===== src/rtl/memory_game_core.sv =====
// rtl/memory_game_core.sv - single-engine LED memory game controller (classic/timed/reverse)
module memory_game_core #(
   parameter int NUM_SYMBOLS = 8,
   parameter int MAX_LEN     = 25,
   parameter int SHOW_CYCLES = 4,
   parameter int GAP_CYCLES  = 2,
   parameter int TIME_LIMIT  = 60,
   localparam int SYM_W      = $clog2(NUM_SYMBOLS),
   localparam int CW         = $clog2(MAX_LEN + 1)
) (
   input  logic                   clk,
   input  logic                   rst_n,
   input  logic [1:0]             mode,
   input  logic                   start,
   input  logic                   play_again,
   input  logic [SYM_W-1:0]       rnd,
   input  logic                   tick,
   input  logic                   btn_valid,
   input  logic [SYM_W-1:0]       btn_sym,
   output logic [NUM_SYMBOLS-1:0] led,
   output logic                   accepting,
   output logic                   game_over,
   output logic                   win,
   output logic [CW-1:0]          score,
   output logic [CW-1:0]          seq_len
);

   localparam int PW    = $clog2(SHOW_CYCLES + GAP_CYCLES + 1);
   localparam int TW    = $clog2(TIME_LIMIT + 1);
   localparam int DEPTH = 1 << CW;

   typedef enum logic [2:0] {
      S_IDLE, S_GEN, S_SHOW_ON, S_SHOW_OFF, S_INPUT, S_OVER, S_WIN
   } state_t;

   state_t           state_q, state_d;
   logic [1:0]       mode_q, mode_d;
   logic [CW-1:0]    score_q, score_d;
   logic [CW-1:0]    seq_len_q, seq_len_d;
   logic [CW-1:0]    idx_q, idx_d;
   logic [PW-1:0]    cnt_q, cnt_d;
   logic [TW-1:0]    timer_q, timer_d;
   logic             mem_we;
   logic [SYM_W-1:0] mem_q [DEPTH];
   logic [SYM_W-1:0] expected;

   // Reverse mode reads the sequence from its tail.
   always_comb begin
      expected = mode_q[1] ? mem_q[CW'(seq_len_q - CW'(1) - idx_q)] : mem_q[idx_q];
   end

   always_comb begin
      state_d   = state_q;
      mode_d    = mode_q;
      score_d   = score_q;
      seq_len_d = seq_len_q;
      idx_d     = idx_q;
      cnt_d     = cnt_q;
      timer_d   = timer_q;
      mem_we    = 1'b0;
      if (play_again && state_q != S_IDLE) begin
         state_d = S_IDLE;
      end else begin
         case (state_q)
            S_IDLE: begin
               if (start) begin
                  mode_d    = mode;
                  score_d   = '0;
                  seq_len_d = '0;
                  state_d   = S_GEN;
               end
            end
            S_GEN: begin
               mem_we    = 1'b1;
               seq_len_d = seq_len_q + CW'(1);
               idx_d     = '0;
               cnt_d     = '0;
               state_d   = S_SHOW_ON;
            end
            S_SHOW_ON: begin
               if (cnt_q == PW'(SHOW_CYCLES - 1)) begin
                  cnt_d   = '0;
                  state_d = S_SHOW_OFF;
               end else begin
                  cnt_d = cnt_q + PW'(1);
               end
            end
            S_SHOW_OFF: begin
               if (cnt_q == PW'(GAP_CYCLES - 1)) begin
                  cnt_d = '0;
                  if (idx_q + CW'(1) == seq_len_q) begin
                     idx_d   = '0;
                     timer_d = '0;
                     state_d = S_INPUT;
                  end else begin
                     idx_d   = idx_q + CW'(1);
                     state_d = S_SHOW_ON;
                  end
               end else begin
                  cnt_d = cnt_q + PW'(1);
               end
            end
            S_INPUT: begin
               // A final tick beats a press landing in the same cycle.
               if (mode_q[0] && tick && timer_q == TW'(TIME_LIMIT - 1)) begin
                  state_d = S_OVER;
               end else begin
                  if (mode_q[0] && tick) begin
                     timer_d = timer_q + TW'(1);
                  end
                  if (btn_valid) begin
                     if (btn_sym != expected) begin
                        state_d = S_OVER;
                     end else if (idx_q == seq_len_q - CW'(1)) begin
                        score_d = score_q + CW'(1);
                        state_d = (seq_len_q == CW'(MAX_LEN)) ? S_WIN : S_GEN;
                     end else begin
                        idx_d = idx_q + CW'(1);
                     end
                  end
               end
            end
            default: ;
         endcase
      end
   end

   always_ff @(posedge clk) begin
      if (!rst_n) begin
         state_q   <= S_IDLE;
         mode_q    <= '0;
         score_q   <= '0;
         seq_len_q <= '0;
         idx_q     <= '0;
         cnt_q     <= '0;
         timer_q   <= '0;
      end else begin
         state_q   <= state_d;
         mode_q    <= mode_d;
         score_q   <= score_d;
         seq_len_q <= seq_len_d;
         idx_q     <= idx_d;
         cnt_q     <= cnt_d;
         timer_q   <= timer_d;
      end
   end

   always_ff @(posedge clk) begin
      if (mem_we) begin
         mem_q[seq_len_q] <= rnd;
      end
   end

   always_comb begin
      led = '0;
      if (state_q == S_SHOW_ON) begin
         led = NUM_SYMBOLS'(1) << mem_q[idx_q];
      end
   end

   assign accepting = (state_q == S_INPUT);
   assign game_over = (state_q == S_OVER);
   assign win       = (state_q == S_WIN);
   assign score     = score_q;
   assign seq_len   = seq_len_q;

endmodule


===== config.mk =====
export PLATFORM = sky130hd
export DESIGN_NAME = memory_game_core
export DESIGN_NICKNAME = d
export VERILOG_FILES = /design/src/rtl/memory_game_core.sv
export SDC_FILE = /design/constraint.sdc
export NUM_CORES = 1
export LEC_CHECK = 0
export CAP_MARGIN = 0
export CORE_ASPECT_RATIO = 1.75
export CORE_UTILIZATION = 54
export CTS_BUF_LIST = sky130_fd_sc_hd__clkbuf_4 sky130_fd_sc_hd__clkbuf_8
export DETAILED_ROUTE_END_ITERATION = 10
export HOLD_SLACK_MARGIN = 0.05
export PLACE_DENSITY = 0.73
export SYNTH_ARGS = -nofsm -noshare
export SYNTH_HDL_FRONTEND = slang
export SYNTH_SLANG_ARGS = --single-unit

===== constraint.sdc =====
create_clock -name clk -period 8.75 [get_ports clk]
set_input_delay 1.3125 -clock clk [delete_from_list [all_inputs] [get_ports clk]]
set_output_delay 1.3125 -clock clk [all_outputs]
set_load 0.01 [all_outputs]

**Word level (Yosys, flattened, before mapping)**

Memories as Yosys holds them, arrays and structs flattened. A register that Yosys moved wholly into a read port is not among the register bits.
Cells that the tools add are included.
W data, S select, Z words.

- Add/subtract/negate cells: 7
- Eq/ne operators: 25
- Shifts and indexed selects: 1
- Mux-type cells: 40
- Bitwise logic cells: 2
- Reduce and logical (&&, ||, !) cells: 19

Operators by type and width:

| cell | count |
|---|---|
| $mux W5 | 13 |
| $mux W3 | 12 |
| $mux W6 | 4 |
| $pmux W5 S2 | 2 |
| $ne A2 B2 Y1 const B | 8 |
| $add A5 B1 Y5 const B | 3 |
| $pmux W3 S5 | 1 |
| $pmux W5 S3 | 1 |
| $reduce_and A7 Y1 | 2 |
| $pmux W6 S2 | 1 |
| $reduce_and A6 Y1 | 2 |
| $eq A5 B5 Y1 | 2 |
| $eq A3 B2 Y1 const B | 3 |
| $eq A3 B3 Y1 const B | 3 |
| $pmux W3 S3 | 1 |
| $reduce_bool A3 Y1 | 3 |
| $mux W8 | 1 |
| $shl A1 B3 Y8 const A | 1 |
| $add A6 B1 Y6 const B | 1 |
| $eq A3 B1 Y1 const B | 2 |
| $eq A6 B6 Y1 const B | 1 |
| $reduce_and A3 Y1 | 2 |
| $reduce_bool A2 Y1 | 3 |
| $eq A5 B5 Y1 const B | 1 |
| other kinds (14) | 21 |

- Flip-flop bits (word level): 29
- Memory bits (writable): 96
- Bits of input ports: 14
- Output and inout bits: 21
- Word-level logic and storage cells: 102
- Memories: 1

Memory list:

| name | depth | bits a word | rd ports | clocked after Yosys merged registers in | write ports | RTL line | RTL |
|---|---|---|---|---|---|---|---|
| mem_q | 32 | 3 | 2 | 1 | 1 | 44 | `logic [SYM_W-1:0] mem_q [DEPTH];` |

**Longest topological paths before layout**

Gate-level depths: netlist of run 1.
An unclocked memory read counts as a cell.

- Depth after elaboration: 11
- Gate-level depth with buffers: 17
- Mapped depth without buffers: 14

**Least setup slack after synthesis of run 1**

OpenSTA, ideal clock, no wires.

- Path kind: register to register
- From: register seq_len_q[0], in the netlist seq_len[0]
- To: register score_q[2], in the netlist score[2]
- Setup time: 0.115 ns
- Arrival time: 4.395 ns
- Data required time: 8.635 ns
- Setup slack: 4.240 ns
- Cell stages (with the launch flop): 18
- Path buffers: 3
- Clock period less this slack: 4.510 ns
- Path through: dfxtp_1 > inv_1 > ha_1 > inv_1 > fa_1 > buf_2 > buf_2 > buf_2 > mux2i_1 > mux4_2 > nand3_1 > o31ai_1 > a221oi_1 > xnor2_1 > nand4b_4 > nor4b_4 > a21boi_0 > o21ba_2

- Longest elaborated chain between the ends: 7
- Elaborated cells on any way between the ends: 9
- Classes of those cells: add/sub: 2; eq/ne: 4; mux: 1; reduce/logical: 1; memory: 1

RTL lines:

| item | RTL line | RTL |
|---|---|---|
| start, declared | 39 | `logic [CW-1:0] seq_len_q, seq_len_d;` |
| start signal, assigned | 141 | `seq_len_q <= seq_len_d;` |
| $sub A5 B1 Y5 * | 49, 114 |  |
| $sub A5 B5 Y5 | 49 | `expected = mode_q[1] ? mem_q[CW'(seq_len_q - CW'(1) - idx_q)] : mem_q[idx_q];` |
| $mem_v2 Z32 W3 | -- |  |
| $mux W3 | 49 |  |
| $ne A3 B3 Y1 | 112 | `if (btn_sym != expected) begin` |
| $ne A2 B2 Y1 (no line) | -- |  |
| $reduce_and A7 Y1 (no line) * | -- |  |
| end signal, assigned | 140 | `score_q <= score_d;` |
| end, declared | 38 | `logic [CW-1:0] score_q, score_d;` |

Every way passes the cells marked *; elsewhere a longest branch is shown, timed or not.
A chain may end at the register's enable or synchronous reset.

==> results of run 1 <==
[power by group through the flow]
stage	logic [mW]	clock network (mW)	registers [mW]
after CTS	0.551	0.488	0.695
final	0.559	0.484	0.696
after detailed placement	0.548	0	0.710
after global routing	0.596	0.514	0.699
after floorplan	0.415	0	0.697
after global placement	0.541	0	0.708
[layer usage]
layer  share of wire, %  routed length, µm  vias up
met4                6.6               1190        0
met5                  0                  0        -
li1                   -                  -     2192
met1                 33               5872     2381
met3                5.5                991       72
met2                 55               9973      224
[worst max-delay path by stage]
stage	from	to	slack, ps
4_1_cts	flop	led[2]	3530
5_1_grt	seq_len[0]$_SDFFE_PN0P_	flop	3240
3_5_place_dp	seq_len[0]$_SDFFE_PN0P_	idx_q[2]$_SDFFE_PN0N_	3640
2_1_floorplan	seq_len[0]$_SDFFE_PN0P_	score[2]$_SDFFE_PN0P_	4240
3_3_place_gp	seq_len[0]$_SDFFE_PN0P_	score[2]$_SDFFE_PN0P_	3850
6_report	flop	led[2]	3550
[placed cells by master, fill, tap and decap left out, types with 5 or more instances in the layout]
master	Yosys	routed
nor3_1	9	9
dfxtp_1	34	33
ha_1	16	16
inv_1	25	25
a21oi_1	10	10
clkdlybuf4s50_1	0	34
a21boi_0	6	6
mux2i_1	35	35
nand3_1	14	14
xor2_1	10	10
nand2b_1	6	6
nand4_1	10	10
and2_1	8	8
nor2b_1	5	5
nor2_1	59	59
a22oi_1	9	9
nand2_1	48	48
o21ai_0	18	18
clkbuf_8	0	17
edfxtp_1	96	96
mux4_2	37	37
xnor2_1	13	13
[cell type report]
class	instances	share of cell area, %
flip-flops and latches	130	45.80
repair buffers	36	4.566
multi-input cells	381	40.95
inverters	25	1.206
well taps	168	2.701
clock buffers	18	3.103
clock inverters	14	1.672
[sequential cells by signal, summed over array words and instances, names as in the netlist, named ones only]
name / count
state_q: 3
mem_q: 96
score: 5
mode_q: 2
cnt_q: 3
idx_q: 5
seq_len: 5
timer_q: 6
[stage by stage]
step	instance area (µm²)	hold slack, ps	std cells	total power, mW	worst slack, ps
4_1_cts	7782	513.3	772	1.734	3527
3_5_place_dp	7411	497.9	740	1.258	3642
3_3_place_gp	7411	472.3	740	1.250	3852
6_report	7782	513.5	772	1.739	3548
2_1_floorplan	6939	457.1	559	1.113	4240
5_1_grt	7782	550.4	772	1.809	3239
[critical path, delay by kind of cell, from the launching register on]
kind                   cells  cell delay (ps)
buffers and inverters      3             1220
flip-flops                 1              320
multiplexers               3             1560
AND/OR/NAND/NOR            1              280
[logic make-up (layout without fill, tap and decap cells)]
kind of cell	count (synthesis)	in the layout	share of synthesized area, %
mux	77	77	18.52
compound gates	73	73	7.321
buf+inv	48	93	2.723
xor+xnor	24	24	3.137
flops	130	130	51.35
fa+ha+maj	17	17	3.173
simple gates	190	190	13.78
==> flow_metrics.env, run 1 <==
export IMPL_hold_path_cell_count=2
export IMPL_fp_dieArea_um2=13330
export IMPL_rsz0062_at_grt="no"
export IMPL_synth_top_area_share_pct=41.54
export IMPL_antenna_found_initial=0
export IMPL_grtUsageMet3_pct=6.029
export IMPL_cts_root_buf="clkbuf_8"
export IMPL_core_um2=12500
export IMPL_track_usage_pct=29.04
export IMPL_holdPathEnd="mode_q[0]$_SDFFE_PN0P_"
export IMPL_dr_total_vias=4869
export IMPL_yosysUniqueCellTypes=55
export IMPL_synthArstFlopShare_pct=0
export IMPL_wl_um=18030
export IMPL_grt_first_pass_wirelength_um=27410
export IMPL_dr_pass1_iters=5
export IMPL_clock_latency_ps=450
export IMPL_multi_input_area_um2=3187
export IMPL_crit_fanout=32
export IMPL_setup_viol=0
export IMPL_leakage_nw=2.507
export IMPL_busiest_layer="met2"
export IMPL_crit_path_top_delay_cell="mux4_2"
export IMPL_wl_per_cell_um=23.35
export IMPL_cap_viol_max_count=0
export IMPL_critical_path_max_stage_delay_ps=620
export IMPL_ys_top_cells_by_area="edfxtp_1 (42%), mux4_2 (12%), dfxtp_1 (9.8%)"
export IMPL_status="completed"
export IMPL_p_int_mw=1.139
export IMPL_die_y_um=152.0
export IMPL_fin_crit_ps=5202
export IMPL_overflow=0
export IMPL_relSlewSlack_pct=19.39
export IMPL_synth_edf_count=96
export IMPL_synthesis_nets=590
export IMPL_r2r_slack_ps=3580
export IMPL_period_share_pct=59.45
export IMPL_drc_errors=0
export IMPL_fin_skew_ps=15.45
export IMPL_grt_pass1_vias=4995
export IMPL_synthFlopType="edfxtp_1"
export IMPL_path_common_cell="mux4_2"
export IMPL_start_util_pct=55.52
export IMPL_fin_nets=622
export IMPL_ctsHtreeMaxLevel=4
export IMPL_switching_power_mw=0.5998
export IMPL_crit_chain="buf_4 -> mux4_2 -> mux4_2 -> mux2i_1 -> inv_1 -> nor4_1 -> clkdlybuf4s50_1"
export IMPL_fin_util_pct=62.26
export IMPL_viasPerCell=6.307
export IMPL_r2r_cells=14
export IMPL_yosys_warnings=0
export IMPL_path_class="flop to primary output"
export IMPL_groute_layer_met1_usage_pct=28.65
export IMPL_worst_pin_slew_ps=1205
export IMPL_grt_use_met2_pct=51.79
export IMPL_synth_most_common_cell="edfxtp_1"
export IMPL_syn_cell_area_um2=6939
export IMPL_cts_post_setup_buffers_inserted=0
export IMPL_p_seq_share_pct=40.0
export IMPL_start_kind="flop"
export IMPL_drt_iter0_markers=376
export IMPL_worstHoldStart="mode_q[0]$_SDFFE_PN0P_"
export IMPL_clock_sinks=130
export IMPL_ir_drop_mv=0.1168
export IMPL_drive_gt1_share_pct=14.24
export IMPL_min_path_type="flop to flop"
export IMPL_dp_hpwl_um=13260
export IMPL_ys_ff_latch=130
export IMPL_slew_violations=0
export IMPL_rr_startpoint="seq_len[0]$_SDFFE_PN0P_"
export IMPL_worstPathRequired_ps=7440
export IMPL_grt_start_max_net_pins=33
export IMPL_diodes=0
export IMPL_post_cts_resized=0
export IMPL_clockBufferDepth=2
export IMPL_p_per_area_nw_per_um2=223.4
export IMPL_combPwrFrac_pct=32.1
export IMPL_crit_arrival_ps=3890
export IMPL_synth_top_cell_by_area="edfxtp_1"
export IMPL_ios=35
export IMPL_drtAntennaViolNets=0
export IMPL_clockPowerShare_pct=27.9
export IMPL_finalHoldViolCount=0
export IMPL_syn_inst=559
export IMPL_numCtsBuffers=17
export IMPL_timing_fmax_ghz=0.1923
export IMPL_fillers=963
export IMPL_clk_pin_slew_ps=80
export IMPL_regArea_um2=3565
export IMPL_seq_area_frac_synth_pct=51.35
export IMPL_avgSynthCellArea_um2=12.41
export IMPL_setup_tns_ps=0
export IMPL_num_rows=54
export IMPL_cp_end_kind="primary output"
export IMPL_place_gp_congestion=0.9553
export IMPL_cts_tree="done"
export IMPL_synthTopCellsByCount="edfxtp_1 (96), nor2_1 (59), nand2_1 (48)"
export IMPL_syn_to_final_growth_pct=12.15
export IMPL_swShare_pct=34.50
export IMPL_portBuffers=34
export IMPL_chipWidth_um=87.69
export IMPL_ctsHoldBuffers=0
(Power assumes the default switching activity.)
==> run 2: changes to the inputs <==
- clock period: 8.75 -> 5 ns (I/O delays scaled with it)
==> flow_metrics.env, run 2 (synthesized netlist as in run 1, its figures left out) <==
export IMPL_numCtsBuffers=17
export IMPL_drt_iter0_markers=390
export IMPL_fin_nets=637
export IMPL_layout_setup_ws_ps=304.8
export IMPL_status="completed"
export IMPL_setup_viol=0
export IMPL_regMostFlops="mem_q"
export IMPL_cts_tree="done"
export IMPL_fin_skew_ps=11.70
export IMPL_dr_total_vias=4993
export IMPL_top_regs="mem_q: 96 flops, timer_q: 6 flops"
export IMPL_timing_fmax_ghz=0.2130
export IMPL_grt_start_max_net_pins=33
export IMPL_cap_viol_max_count=0
export IMPL_start_util_pct=55.52
export IMPL_min_path_type="flop to flop"
export IMPL_crit_fanout=9
export IMPL_worst_pin_slew_ps=1188
export IMPL_relSlewSlack_pct=20.52
export IMPL_layout_common_cells="edfxtp_1 (96), nor2_1 (59), nand2_1 (48)"
export IMPL_start_kind="flop"
export IMPL_hold_path_cell_count=2
export IMPL_track_usage_pct=29.02
export IMPL_largest_reg_flops=96
export IMPL_period_share_pct=93.90
export IMPL_wl_met2_um=9720
export IMPL_drc_errors=0
export IMPL_clock_latency_ps=450
export IMPL_place_gp_congestion=0.9751
export IMPL_wl_um=17890
export IMPL_cp_end_kind="flop"
export IMPL_die_y_um=152.0
export IMPL_clk_pin_slew_ps=80
export IMPL_clockBufferDepth=2
export IMPL_drt_met1_wl_um=5988
export IMPL_fin_crit_ps=4695
export IMPL_overflow=0
export IMPL_p_per_area_nw_per_um2=403.1
export IMPL_place_ws_ps=241.6
export IMPL_antenna_found_initial=0
export IMPL_num_rows=54
export IMPL_grt_pass1_vias=5006
export IMPL_finalHoldViolCount=0
export IMPL_leakage_nw=2.613
export IMPL_diodes=0
export IMPL_ir_drop_mv=0.2256
export IMPL_portBuffers=34
export IMPL_dp_hpwl_um=13100
export IMPL_chipWidth_um=87.69
export IMPL_cts_post_setup_buffers_inserted=0
export IMPL_slew_violations=0
export IMPL_fp_dieArea_um2=13330
export IMPL_dpl_cell_area_um2=7523
export IMPL_dr_max_layer_used="met4"
export IMPL_syn_to_final_growth_pct=14.55
export IMPL_cts_root_buf="clkbuf_8"
export IMPL_fin_area_um2=7949
export IMPL_ctsHoldBuffers=0
export IMPL_r2r_slack_ps=300
export IMPL_routed_wl_met3_um=878
export IMPL_clock_sinks=130
export IMPL_crit_arrival_ps=5040
export IMPL_viasPerCell=6.352
export IMPL_rsz0062_at_grt="no"
export IMPL_whs_ps=496.7
export IMPL_final_common_cell="edfxtp_1"
export IMPL_drive_gt1_share_pct=16.02
export IMPL_setup_tns_ps=0
export IMPL_worstPathRequired_ps=5350
export IMPL_path_class="flop to flop"
export IMPL_ios=35
export IMPL_grt_first_pass_wirelength_um=27470
export IMPL_drtAntennaViolNets=0
export IMPL_dr_pass1_iters=8
export IMPL_wl_per_cell_um=22.76
export IMPL_core_um2=12500
export IMPL_ctsHtreeMaxLevel=4
export IMPL_power_mw=3.204
export IMPL_r2r_cells=13
==> run 2: cell count changes in the layout (fill, tap and decap cells not counted), moves of 2 or more <==
cell        change
clkinv_1        +2
bufinv_16       +3
buf_4          +15
clkinvlp_4      -2
==> run 2: per-stage QoR <==
step,utilization [%],std cells
after global placement,60.19,755
after detailed placement,60.19,755
final,63.59,786
after floorplan,-,559
after CTS,63.56,786
after global routing,63.59,786
==> run 2: worst paths after layout <==
kind                                 from                endpoint
setup / recovery  seq_len[1]$_SDFFE_PN0P_   score[2]$_SDFFE_PN0P_
hold / removal     mode_q[0]$_SDFFE_PN0P_  mode_q[0]$_SDFFE_PN0P_
setup reg to reg  seq_len[1]$_SDFFE_PN0P_   score[2]$_SDFFE_PN0P_
hold reg to reg    mode_q[0]$_SDFFE_PN0P_  mode_q[0]$_SDFFE_PN0P_
==> run 2: worst max-delay path, cell delays in order, from the launching register on <==
cell and delay [ps]:
dfxtp_1 460, inv_1 120, ha_1 310, inv_1 70, fa_2 730, mux4_1 590
and3_1 190, a2111oi_0 610, a211oi_1 150, o211ai_2 250, nand4b_4 180, nor4b_4 540
a21boi_0 160, o21ba_2 220
==> run 2: timing repair <==
| action | in CTS | in global routing |
|---|---|---|
| setup endpoints to repair | 0 | 7 |
| gates resized for setup | 0 | 2 |
| hold endpoints to repair | 0 | 0 |
==> run 2: final cells by class <==
class	count	area [µm²]
Clock buffer	17	234.0
Fill cell	915	4551
Sequential cell	130	3565
Multi-Input combinational cell	381	3191
Timing Repair Buffer	51	467.9
Tap cell	168	210.2
Clock inverter	14	187.7
Inverter	25	93.84
==> run 2: routing by layer <==
layer | vias to the layer above | global-route usage [%]
met5 | - | 0
met4 | 0 | 19.91
met3 | 82 | 5.595
met2 | 235 | 51.45
met1 | 2455 | 29.73
li1 | 2221 | -
==> run 2: power breakdown <==
part           leakage, nW  internal [mW]  switching (mW)
Sequential            1.14           1.18          0.0331
Combinational         1.27          0.455           0.577
Clock                0.207          0.539           0.421
